[config.mk]
export PLATFORM = sky130hd
export DESIGN_NAME = seq_scheduler
export DESIGN_NICKNAME = d
export VERILOG_FILES = /design/src/rtl/seq_pkg.sv /design/src/rtl/seq_divider.sv /design/src/rtl/seq_scheduler.sv
export SDC_FILE = /design/constraint.sdc
export NUM_CORES = 1
export LEC_CHECK = 0
export ABC_AREA = 1
export BUFFER_PORTS_ARGS = -buffer_cell sky130_fd_sc_hd__buf_4
export CORE_MARGIN = 5
export CORE_UTILIZATION = 55
export DETAILED_ROUTE_END_ITERATION = 16
export PLACE_DENSITY = 0.78
export SLEW_MARGIN = 20
export SYNTH_ARGS = -nofsm -noshare
export SYNTH_HDL_FRONTEND = slang
export SYNTH_SLANG_ARGS = --single-unit
[constraint.sdc]
create_clock -name clk -period 18.7 [get_ports clk]
set_input_delay 2.805 -clock clk [delete_from_list [all_inputs] [get_ports clk]]
set_output_delay 2.805 -clock clk [all_outputs]
set_load 0.005 [all_outputs]
[src/rtl/seq_pkg.sv]
// seq_pkg: shared defaults and types for the step-sequencer controller.
//   DEF_TRACKS / DEF_DEPTH / DEF_DIVW : default track count, pattern depth, divider width
//   pat_t / len_t                     : pattern word (MSB = step 0) and length field
//   state_t                           : sequencer FSM state
package seq_pkg;

  localparam int DEF_TRACKS = 4;
  localparam int DEF_DEPTH  = 16;
  localparam int DEF_DIVW   = 24;
  localparam int DEF_LENW   = $clog2(DEF_DEPTH + 1);

  typedef logic [DEF_DEPTH-1:0] pat_t;
  typedef logic [DEF_LENW-1:0]  len_t;

  typedef enum logic {
    IDLE = 1'b0,
    RUN  = 1'b1
  } state_t;

endpackage

[src/rtl/seq_divider.sv]
// seq_divider: shared tempo counter for the step sequencer.
// Optional feature macro: SWING_EN (adds swing_amt; odd steps delayed).
// Ports:
//   clk, rst         clock, async active-high reset
//   ena              clock enable, freezes the counter when low
//   run              play level; low holds the counter (and swing phase) at 0
//   div              clocks per step, 0 behaves as 1
//   swing_amt        (SWING_EN only) odd-step delay in clocks, clamped to div-1
//   fire             combinational step pulse, registered by the top
module seq_divider
  import seq_pkg::*;
#(
  parameter int DIVW = DEF_DIVW
) (
  input  logic            clk,
  input  logic            rst,
  input  logic            ena,
  input  logic            run,
  input  logic [DIVW-1:0] div,
`ifdef SWING_EN
  input  logic [DIVW-1:0] swing_amt,
`endif
  output logic            fire
);

  logic [DIVW-1:0] cnt_q, cnt_d, last;

  assign last = (div == '0) ? '0 : div - DIVW'(1);

  // Compare against the current div every cycle; a shrunk div makes the
  // counter wrap immediately instead of running up to the full width.
  always_comb begin
    cnt_d = cnt_q;
    if (!run)
      cnt_d = '0;
    else if (cnt_q >= last)
      cnt_d = '0;
    else
      cnt_d = cnt_q + DIVW'(1);
  end

  always_ff @(posedge clk or posedge rst) begin
    if (rst)
      cnt_q <= '0;
    else if (ena)
      cnt_q <= cnt_d;
  end

`ifdef SWING_EN
  logic            odd_q;
  logic [DIVW-1:0] swing_eff;

  assign swing_eff = (swing_amt > last) ? last : swing_amt;

  // Odd steps fire later inside their own period, so each even/odd pair
  // still spans exactly 2*div clocks.
  assign fire = ena && run && (odd_q ? (cnt_q == swing_eff) : (cnt_q == '0));

  always_ff @(posedge clk or posedge rst) begin
    if (rst)
      odd_q <= 1'b0;
    else if (ena) begin
      if (!run)
        odd_q <= 1'b0;
      else if (cnt_q >= last)
        odd_q <= ~odd_q;
    end
  end
`else
  assign fire = ena && run && (cnt_q == '0);
`endif

endmodule

[src/rtl/seq_scheduler.sv]
// seq_scheduler: multi-track step-sequencer controller.
// Optional feature macro: SWING_EN (swing_amt port, odd-step delay).
// Ports:
//   clk, rst                 clock, async active-high reset
//   ena                      clock enable; low freezes state and zeroes pulses
//   run                      level, 1 = play
//   div                      clocks per step (0 behaves as 1)
//   swing_amt                (SWING_EN only) odd-step delay in clocks
//   wr_en/wr_track/wr_pat/wr_len  shadow pattern/length write
//   gate                     per-track one-cycle step trigger
//   step_tick, bar_tick      step pulse, global bar pulse
//   running                  1 while in RUN
//
// state | meaning
// IDLE  | stopped; shadow banks copied to active every enabled cycle
// RUN   | playing; steps fire from the divider, tracks update at own pos 0
module seq_scheduler
  import seq_pkg::*;
#(
  parameter  int TRACKS = DEF_TRACKS,
  parameter  int DEPTH  = DEF_DEPTH,
  parameter  int DIVW   = DEF_DIVW,
  localparam int TRKW   = (TRACKS > 1) ? $clog2(TRACKS) : 1,
  localparam int LENW   = $clog2(DEPTH + 1),
  localparam int POSW   = (DEPTH > 1) ? $clog2(DEPTH) : 1
) (
  input  logic              clk,
  input  logic              rst,
  input  logic              ena,
  input  logic              run,
  input  logic [DIVW-1:0]   div,
`ifdef SWING_EN
  input  logic [DIVW-1:0]   swing_amt,
`endif
  input  logic              wr_en,
  input  logic [TRKW-1:0]   wr_track,
  input  logic [DEPTH-1:0]  wr_pat,
  input  logic [LENW-1:0]   wr_len,
  output logic [TRACKS-1:0] gate,
  output logic              step_tick,
  output logic              bar_tick,
  output logic              running
);

  logic fire;

  seq_divider #(.DIVW(DIVW)) u_div (
    .clk       (clk),
    .rst       (rst),
    .ena       (ena),
    .run       (run),
    .div       (div),
`ifdef SWING_EN
    .swing_amt (swing_amt),
`endif
    .fire      (fire)
  );

  state_t            state_q;
  logic [DEPTH-1:0]  shd_pat_q [TRACKS];
  logic [DEPTH-1:0]  act_pat_q [TRACKS];
  logic [LENW-1:0]   shd_len_q [TRACKS];
  logic [LENW-1:0]   act_len_q [TRACKS];
  logic [POSW-1:0]   pos_q     [TRACKS];
  logic [POSW-1:0]   gstep_q;
  logic [TRACKS-1:0] gate_q;
  logic              step_q, bar_q, run_q;

  logic              wr_hit;
  logic [LENW-1:0]   wr_len_d;
  logic [DEPTH-1:0]  sel_pat [TRACKS];
  logic [LENW-1:0]   sel_len [TRACKS];
  logic [DEPTH-1:0]  sh_pat  [TRACKS];
  logic [TRACKS-1:0] hit_d, wrap_d;

  assign wr_hit   = wr_en && (32'(wr_track) < TRACKS);
  assign wr_len_d = (wr_len == '0 || 32'(wr_len) > DEPTH) ? LENW'(DEPTH) : wr_len;

  // A track at pos 0 plays straight from its shadow, so a pending update
  // takes effect on the very step it is adopted.
  always_comb begin
    for (int t = 0; t < TRACKS; t++) begin
      sel_pat[t] = (pos_q[t] == '0) ? shd_pat_q[t] : act_pat_q[t];
      sel_len[t] = (pos_q[t] == '0) ? shd_len_q[t] : act_len_q[t];
      sh_pat[t]  = sel_pat[t] << pos_q[t];
      hit_d[t]   = sh_pat[t][DEPTH-1];
      wrap_d[t]  = (LENW'(pos_q[t]) + LENW'(1)) >= sel_len[t];
    end
  end

  always_ff @(posedge clk or posedge rst) begin
    if (rst) begin
      state_q <= IDLE;
      gstep_q <= '0;
      gate_q  <= '0;
      step_q  <= 1'b0;
      bar_q   <= 1'b0;
      run_q   <= 1'b0;
      for (int t = 0; t < TRACKS; t++) begin
        shd_pat_q[t] <= '0;
        act_pat_q[t] <= '0;
        shd_len_q[t] <= LENW'(DEPTH);
        act_len_q[t] <= LENW'(DEPTH);
        pos_q[t]     <= '0;
      end
    end else begin
      if (!ena) begin
        gate_q <= '0;
        step_q <= 1'b0;
        bar_q  <= 1'b0;
      end else begin
        step_q <= fire;
        bar_q  <= fire && (gstep_q == '0);
        gate_q <= '0;
        case (state_q)
          IDLE: begin
            for (int t = 0; t < TRACKS; t++) begin
              act_pat_q[t] <= shd_pat_q[t];
              act_len_q[t] <= shd_len_q[t];
            end
            if (run) begin
              state_q <= RUN;
              run_q   <= 1'b1;
            end
          end
          RUN: begin
            if (!run) begin
              state_q <= IDLE;
              run_q   <= 1'b0;
              gstep_q <= '0;
              for (int t = 0; t < TRACKS; t++)
                pos_q[t] <= '0;
            end
          end
          default: state_q <= IDLE;
        endcase
        if (fire) begin
          gstep_q <= (gstep_q == POSW'(DEPTH - 1)) ? '0 : gstep_q + POSW'(1);
          for (int t = 0; t < TRACKS; t++) begin
            gate_q[t] <= hit_d[t];
            pos_q[t]  <= wrap_d[t] ? '0 : pos_q[t] + POSW'(1);
            if (pos_q[t] == '0) begin
              act_pat_q[t] <= shd_pat_q[t];
              act_len_q[t] <= shd_len_q[t];
            end
          end
        end
      end
      // Shadow writes are accepted even while the enable is low.
      if (wr_hit) begin
        shd_pat_q[wr_track] <= wr_pat;
        shd_len_q[wr_track] <= wr_len_d;
      end
    end
  end

  assign gate      = gate_q;
  assign step_tick = step_q;
  assign bar_tick  = bar_q;
  assign running   = run_q;

endmodule

# Yosys cells after proc, flatten, opt, wreduce, memory -nomap -nowiden

Cells that the tools add are included.

Add/sub/neg operators: 11
$lt $le $gt $ge: 8
Eq/ne operators: 4
Shift-type cells: 4
Mux-type cells: 49
Bitwise logic cells: 2
Reduce and logical (&&, ||, !) cells: 16

Operators with widths:

| operator                | number |
|---|---|
| $mux W16                | 12 |
| $mux W64                | 2 |
| $mux W24                | 3 |
| $bwmux W64              | 1 |
| $shl A16 B4 Y16         | 4 |
| $mux W5                 | 10 |
| $logic_not A24 Y1       | 2 |
| $mux W20                | 2 |
| $mux W4                 | 10 |
| $demux W16 S2           | 1 |
| $add A24 B1 Y24 const B | 1 |
| $ge A24 B24 Y1          | 1 |
| $sub A24 B1 Y24 const B | 1 |
| $add A4 B1 Y4 const B   | 5 |
| $add A4 B1 Y5 const B   | 4 |
| $bwmux W20              | 1 |
| $ge A5 B5 Y1            | 4 |
| $logic_not A4 Y1        | 5 |
| $demux W5 S2            | 1 |
| $reduce_and A3 Y1       | 2 |
| $gt A5 B5 Y1 const B    | 1 |
| $logic_not A5 Y1        | 1 |
| $mux W1                 | 5 |
| $eq A4 B4 Y1 const B    | 1 |
| 10 further kinds        | 14 |

Register bits: 220
Input port bits: 52
Output and inout bits: 7

# Longest topological paths before layout

Word-level depth: 6
Mapped depth: 20

# Modules after synthesis

Synthesis repeated with hierarchy kept, for this count alone.

Cells, all modules: 1597
Area, all modules: 12787.3 µm²

Modules (own cells, without submodules):

| module        | times used | cells an instance | area each (µm²) | sequential area each (µm²) |
|---|---|---|---|---|
| seq_scheduler | 1          | 1079              | 9761.9          | 4914.7 |
| seq_divider   | 1          | 518               | 3025.4          | 600.6 |

# Worst setup path before layout

Ideal clock, no wire load.

Path type: input-to-reg
From: in div[9]
To: reg u_div.cnt_q[0]
Arrival: 5274 ps
Required time: 18634 ps
Slack: 13361 ps
Stages: 18
Path buffers: 2
Cells stage by stage: nor2_1 and2_1 inv_1 nor2_1 nand4_1 clkbuf_1 nand3_1 ha_1 a21oi_1 nor2_1 nor3_1 nand2_1 nand2_1 nand2_1 nor2_1 clkbuf_1 nand3_1 nand2_1

Cells in the longest elaborated chain, start to end: 5
Elaborated cells between the ends (all ways): 6
Those cells by class: add/sub (1); order compare (1); mux (3); reduce/logical (1)

Ends and longest elaborated chain:

| item                                                 | RTL line            | text |
|---|---|---|
| start: declaration                                   | seq_scheduler.sv:31 | `input logic [DIVW-1:0] div,` |
| $sub A24 B1 Y24 or $logic_not A24 Y1 (tied branches) | seq_divider.sv:28   | `assign last = (div == '0) ? '0 : div - DIVW'(1);` |
| $mux W24 (*)                                         | seq_divider.sv:28   |  |
| $ge A24 B24 Y1 (*)                                   | seq_divider.sv:36   | `else if (cnt_q >= last)` |
| $mux W24 (*)                                         | seq_divider.sv:36   |  |
| $mux W24 (*)                                         | seq_divider.sv:34   | `if (!run)` |
| end signal: assignment                               | seq_divider.sv:46   | `cnt_q <= cnt_d;` |
| end: declaration                                     | seq_divider.sv:26   | `logic [DIVW-1:0] cnt_q, cnt_d, last;` |

Every way passes the cells marked *; elsewhere a longest branch is shown, timed or not.
A chain may end at the register's enable or synchronous reset.

# Worst setup path in the final report

From: in div[9]
To: reg u_div.cnt_q[4]

Same word-level chain as after synthesis.

==> impl_metrics.csv <==
group,metric,value,unit
place,gp_congestion,0.929,
cts,clk_pin_slew,0.06,ns
critical_path,r2r-start,"pos_q[12]",
sta,worst_pin_slew,1.14,ns
layout,nFillCells,2607,
layout,drive_gt1_share,6.35,%
yosys,ys_seq_elements,220,
cts,clkLatencyLatePin,0.55,ns
min_path,hold_path_startpoint,"act_len_q[14]",
layout,regArea,5520,sq um
layout,nNetsFinal,2549,
critical_path,cp-start-kind,"input pin",
power_and_ir_drop,clockPowerShare,26.1,%
floorplanning,ioPinCount,59,
layout,multi_input_area,8910,sq um
cts,cts.repair.resized,0,
floorplanning,initial_core_util,55.7,%
sta,fin_skew,0.0273,ns
power_and_ir_drop,ir_worst_vdd,0.0795,mV
critical_path,crit_top_cell,"nor2_1",
cts,ctsHoldBuffers,0,
global_route,grt_pass1_vias,15500,
global_route,grt_pass1_wl,77000,microns
min_path,holdCritPathClass,"register to register",
min_path,whs_path_depth,2,
critical_path,endpoint_kind,"register",
floorplanning,dieArea,31700,sq um
critical_path,worstRegToRegCells,12,
layout,area_delta_synth_final,9.23,%
critical_path,slowest_delay,0.90,ns
global_route,grtUsageTotal,29.5,%
critical_path,critPathMaxFanout,24,
yosys,netlist_area,15500,sq um
drt,wl_per_cell,16.5,microns
place,dp_hpwl,29500,microns
sta,rsz0062_at_grt,"false",
power_and_ir_drop,power_leakage,9.01,nW
yosys,synthArstFlopShare,100,%
job,cap_violations,0,
sta,hold_viol_final,0,
sta,max_slew_margin,24.1,%
sta,slew_viol_final,0,
yosys,syn_area_per_cell,6.31,sq um
yosys,syn-instance-count,2462,
power_and_ir_drop,p_int,0.00116,W
outcome,outcome,"complete, no violations",
place,port_buffers,58,
power_and_ir_drop,p_sw,0.000867,W
drt,wirelength,46700,microns
global_route,antenna_found_initial,1,
critical_path,path_class,"input pin to register",
cts,cts_setup_buffers,0,
sta,finalSetupTns,0,ns
drt,vias,16400,
floorplanning,rows,61,
power_and_ir_drop,power_density,120,nW/um^2
drt,routed_via_density,5.77,
critical_path,reg2reg_to,"pos_q[14]",
yosys,synth_ff_type,"dfrtp_1",
power_and_ir_drop,comb_power_share,41.1,%
sta,fin_crit_sh,32.4,%
critical_path,cp_top_family,"simple AND/OR/NAND/NOR gates",
drt,drt_pass1_iterations,8,
critical_path,r2r_setup_slack,14.94,ns
critical_path,arrival,6.46,ns
sta,fin_hold_ws,0.479,ns
critical_path,critPathSlowestCell,"nand4_1",
critical_path,worstPathCellList,"buf_4 -> nor2_1 -> and2_1 -> inv_1 -> nor2_1 -> nand4_1 -> a21boi_0 -> o21ai_0 -> ha_1 -> nand2_1 -> inv_1 -> nand3_1 -> nor2_1 -> nand4_1 -> nand3_1 -> nand2_1",
drt,drc,0,
cts,htreeDepth,1,
floorplanning,die_h,178,microns
power_and_ir_drop,p_seq_share,32.8,%
min_path,hold_end,"act_len_q[14]",
drt,ant_nets,0,
drt,drtIter0Drc,1741,
sta,setup_violations,0,
cts,cts-root-buf,"clkbuf_16",
layout,utilization,60.9,%
yosys,yosysSeqAreaShare,35.5,%
cts,clkSinkCount,220,
global_route,gr-total-overflow,0,
critical_path,crit_buf_inv,3,
yosys,syn_nets,2573,
yosys,ys_types,36,
yosys,synth_edf_count,0,
critical_path,crit_required,19.10,ns
cts,cts_tree,"done",
yosys,yosysWarnings,0,
sta,max_freq,165,MHz
layout,diodes,0,
sta,period_minus_slack,6.06,ns
floorplanning,core,27900,sq um
power_and_ir_drop,swShare,42.7,%
floorplanning,die_x,178,microns
global_route,grt_max_degree,116,
cts,cts_buffers,26,
cts,clockBufferDepth,3,
==> cells in the mapped netlist, drive strengths merged (15+ instances only) <==
cell	instances	area [sq um]
a21oi	36	180
buf	51	256
clkbuf	78	293
dfrtp	212	5310
ha	59	738
inv	152	571
nand2	1134	4260
nand3	356	1780
nand4	22	138
nor2	102	390
nor3	24	130
o21ai	179	896
xor2	15	131
==> cells in the final DEF (no fill, tap or decap), types with 19 or more instances in the layout <==
master	instances
nand2_1	1131
dfrtp_1	211
nor2_1	98
a21oi_1	36
o21ai_0	177
nor3_1	19
nand3_1	356
clkbuf_16	27
inv_1	145
buf_4	77
nand4_1	22
ha_1	59
==> through the flow <==
step	area (sq um)	cells	setup slack, ns	power, W
final	17000	2836	12.64	0.00203
after global routing	17000	2836	12.21	0.00218
after CTS	17000	2836	12.71	0.00202
after detailed placement	16100	2788	12.15	0.00149
after global placement	16100	2788	12.26	0.00145
after floorplan	15500	2462	9.89	0.00127
==> tightest hold or removal path, cell delays in order (launching register included) <==
cell and delay (ns):
dfstp_2 0.37, nand2_1 0.06, nand2_1 0.05
==> power groups by stage <==
stage | Clock [W] | Combinational (W) | Sequential, W
final | 0.000529 | 0.000833 | 0.000667
after global routing | 0.000554 | 0.000942 | 0.000679
after CTS | 0.000535 | 0.000822 | 0.000663
after detailed placement | 0 | 0.000817 | 0.000669
after global placement | 0 | 0.000786 | 0.000667
after floorplan | 0 | 0.000643 | 0.000631
==> cells by family after synthesis <==
family / Yosys count / share of synthesized area [%]
buf+inv: 282 / 7.24
compound gates: 228 / 7.60
xor+xnor: 18 / 1.02
fa+ha+maj: 59 / 4.75
flops: 220 / 35.5
simple gates: 1655 / 43.9
==> final cells by class <==
type                    instances  area share, %
inverters                     153           3.45
flip-flops and latches        220           32.5
clock buffers                  41           4.77
repair buffers                 77           3.41
clock inverters                 7          0.502
multi-input cells            1960           52.5
well taps                     378           2.79
==> flip-flops by register name (all words and copies together), names as in the netlist, 4 cells and up <==
signal	cells
act_len_q	20
act_pat_q	64
pos_q	16
shd_pat_q	64
shd_len_q	20
u_div.cnt_q	24
gate	4
gstep_q	4
==> layer usage <==
layer	global-route usage (%)	share of wire, %
met5	0	0.028
met4	11.3	3.4
met3	4.68	8.9
met2	47.9	46
met1	39.9	42
==> how the worst max path moves through the flow <==
| stage | slack, ns | cells after the start | startpoint | end |
|---|---|---|---|---|
| after floorplan | 9.89 | 1 | rst | act_len_q[0] |
| after global placement | 12.26 | 16 | div[9] | u_div.cnt_q[17] |
| final | 12.64 | 16 | div[9] | u_div.cnt_q[4] |
| after global routing | 12.21 | 16 | div[9] | u_div.cnt_q[4] |
| after CTS | 12.71 | 16 | div[9] | u_div.cnt_q[4] |
| after detailed placement | 12.15 | 16 | div[9] | u_div.cnt_q[4] |
Note: power is estimated with default switching activity, not from simulation.
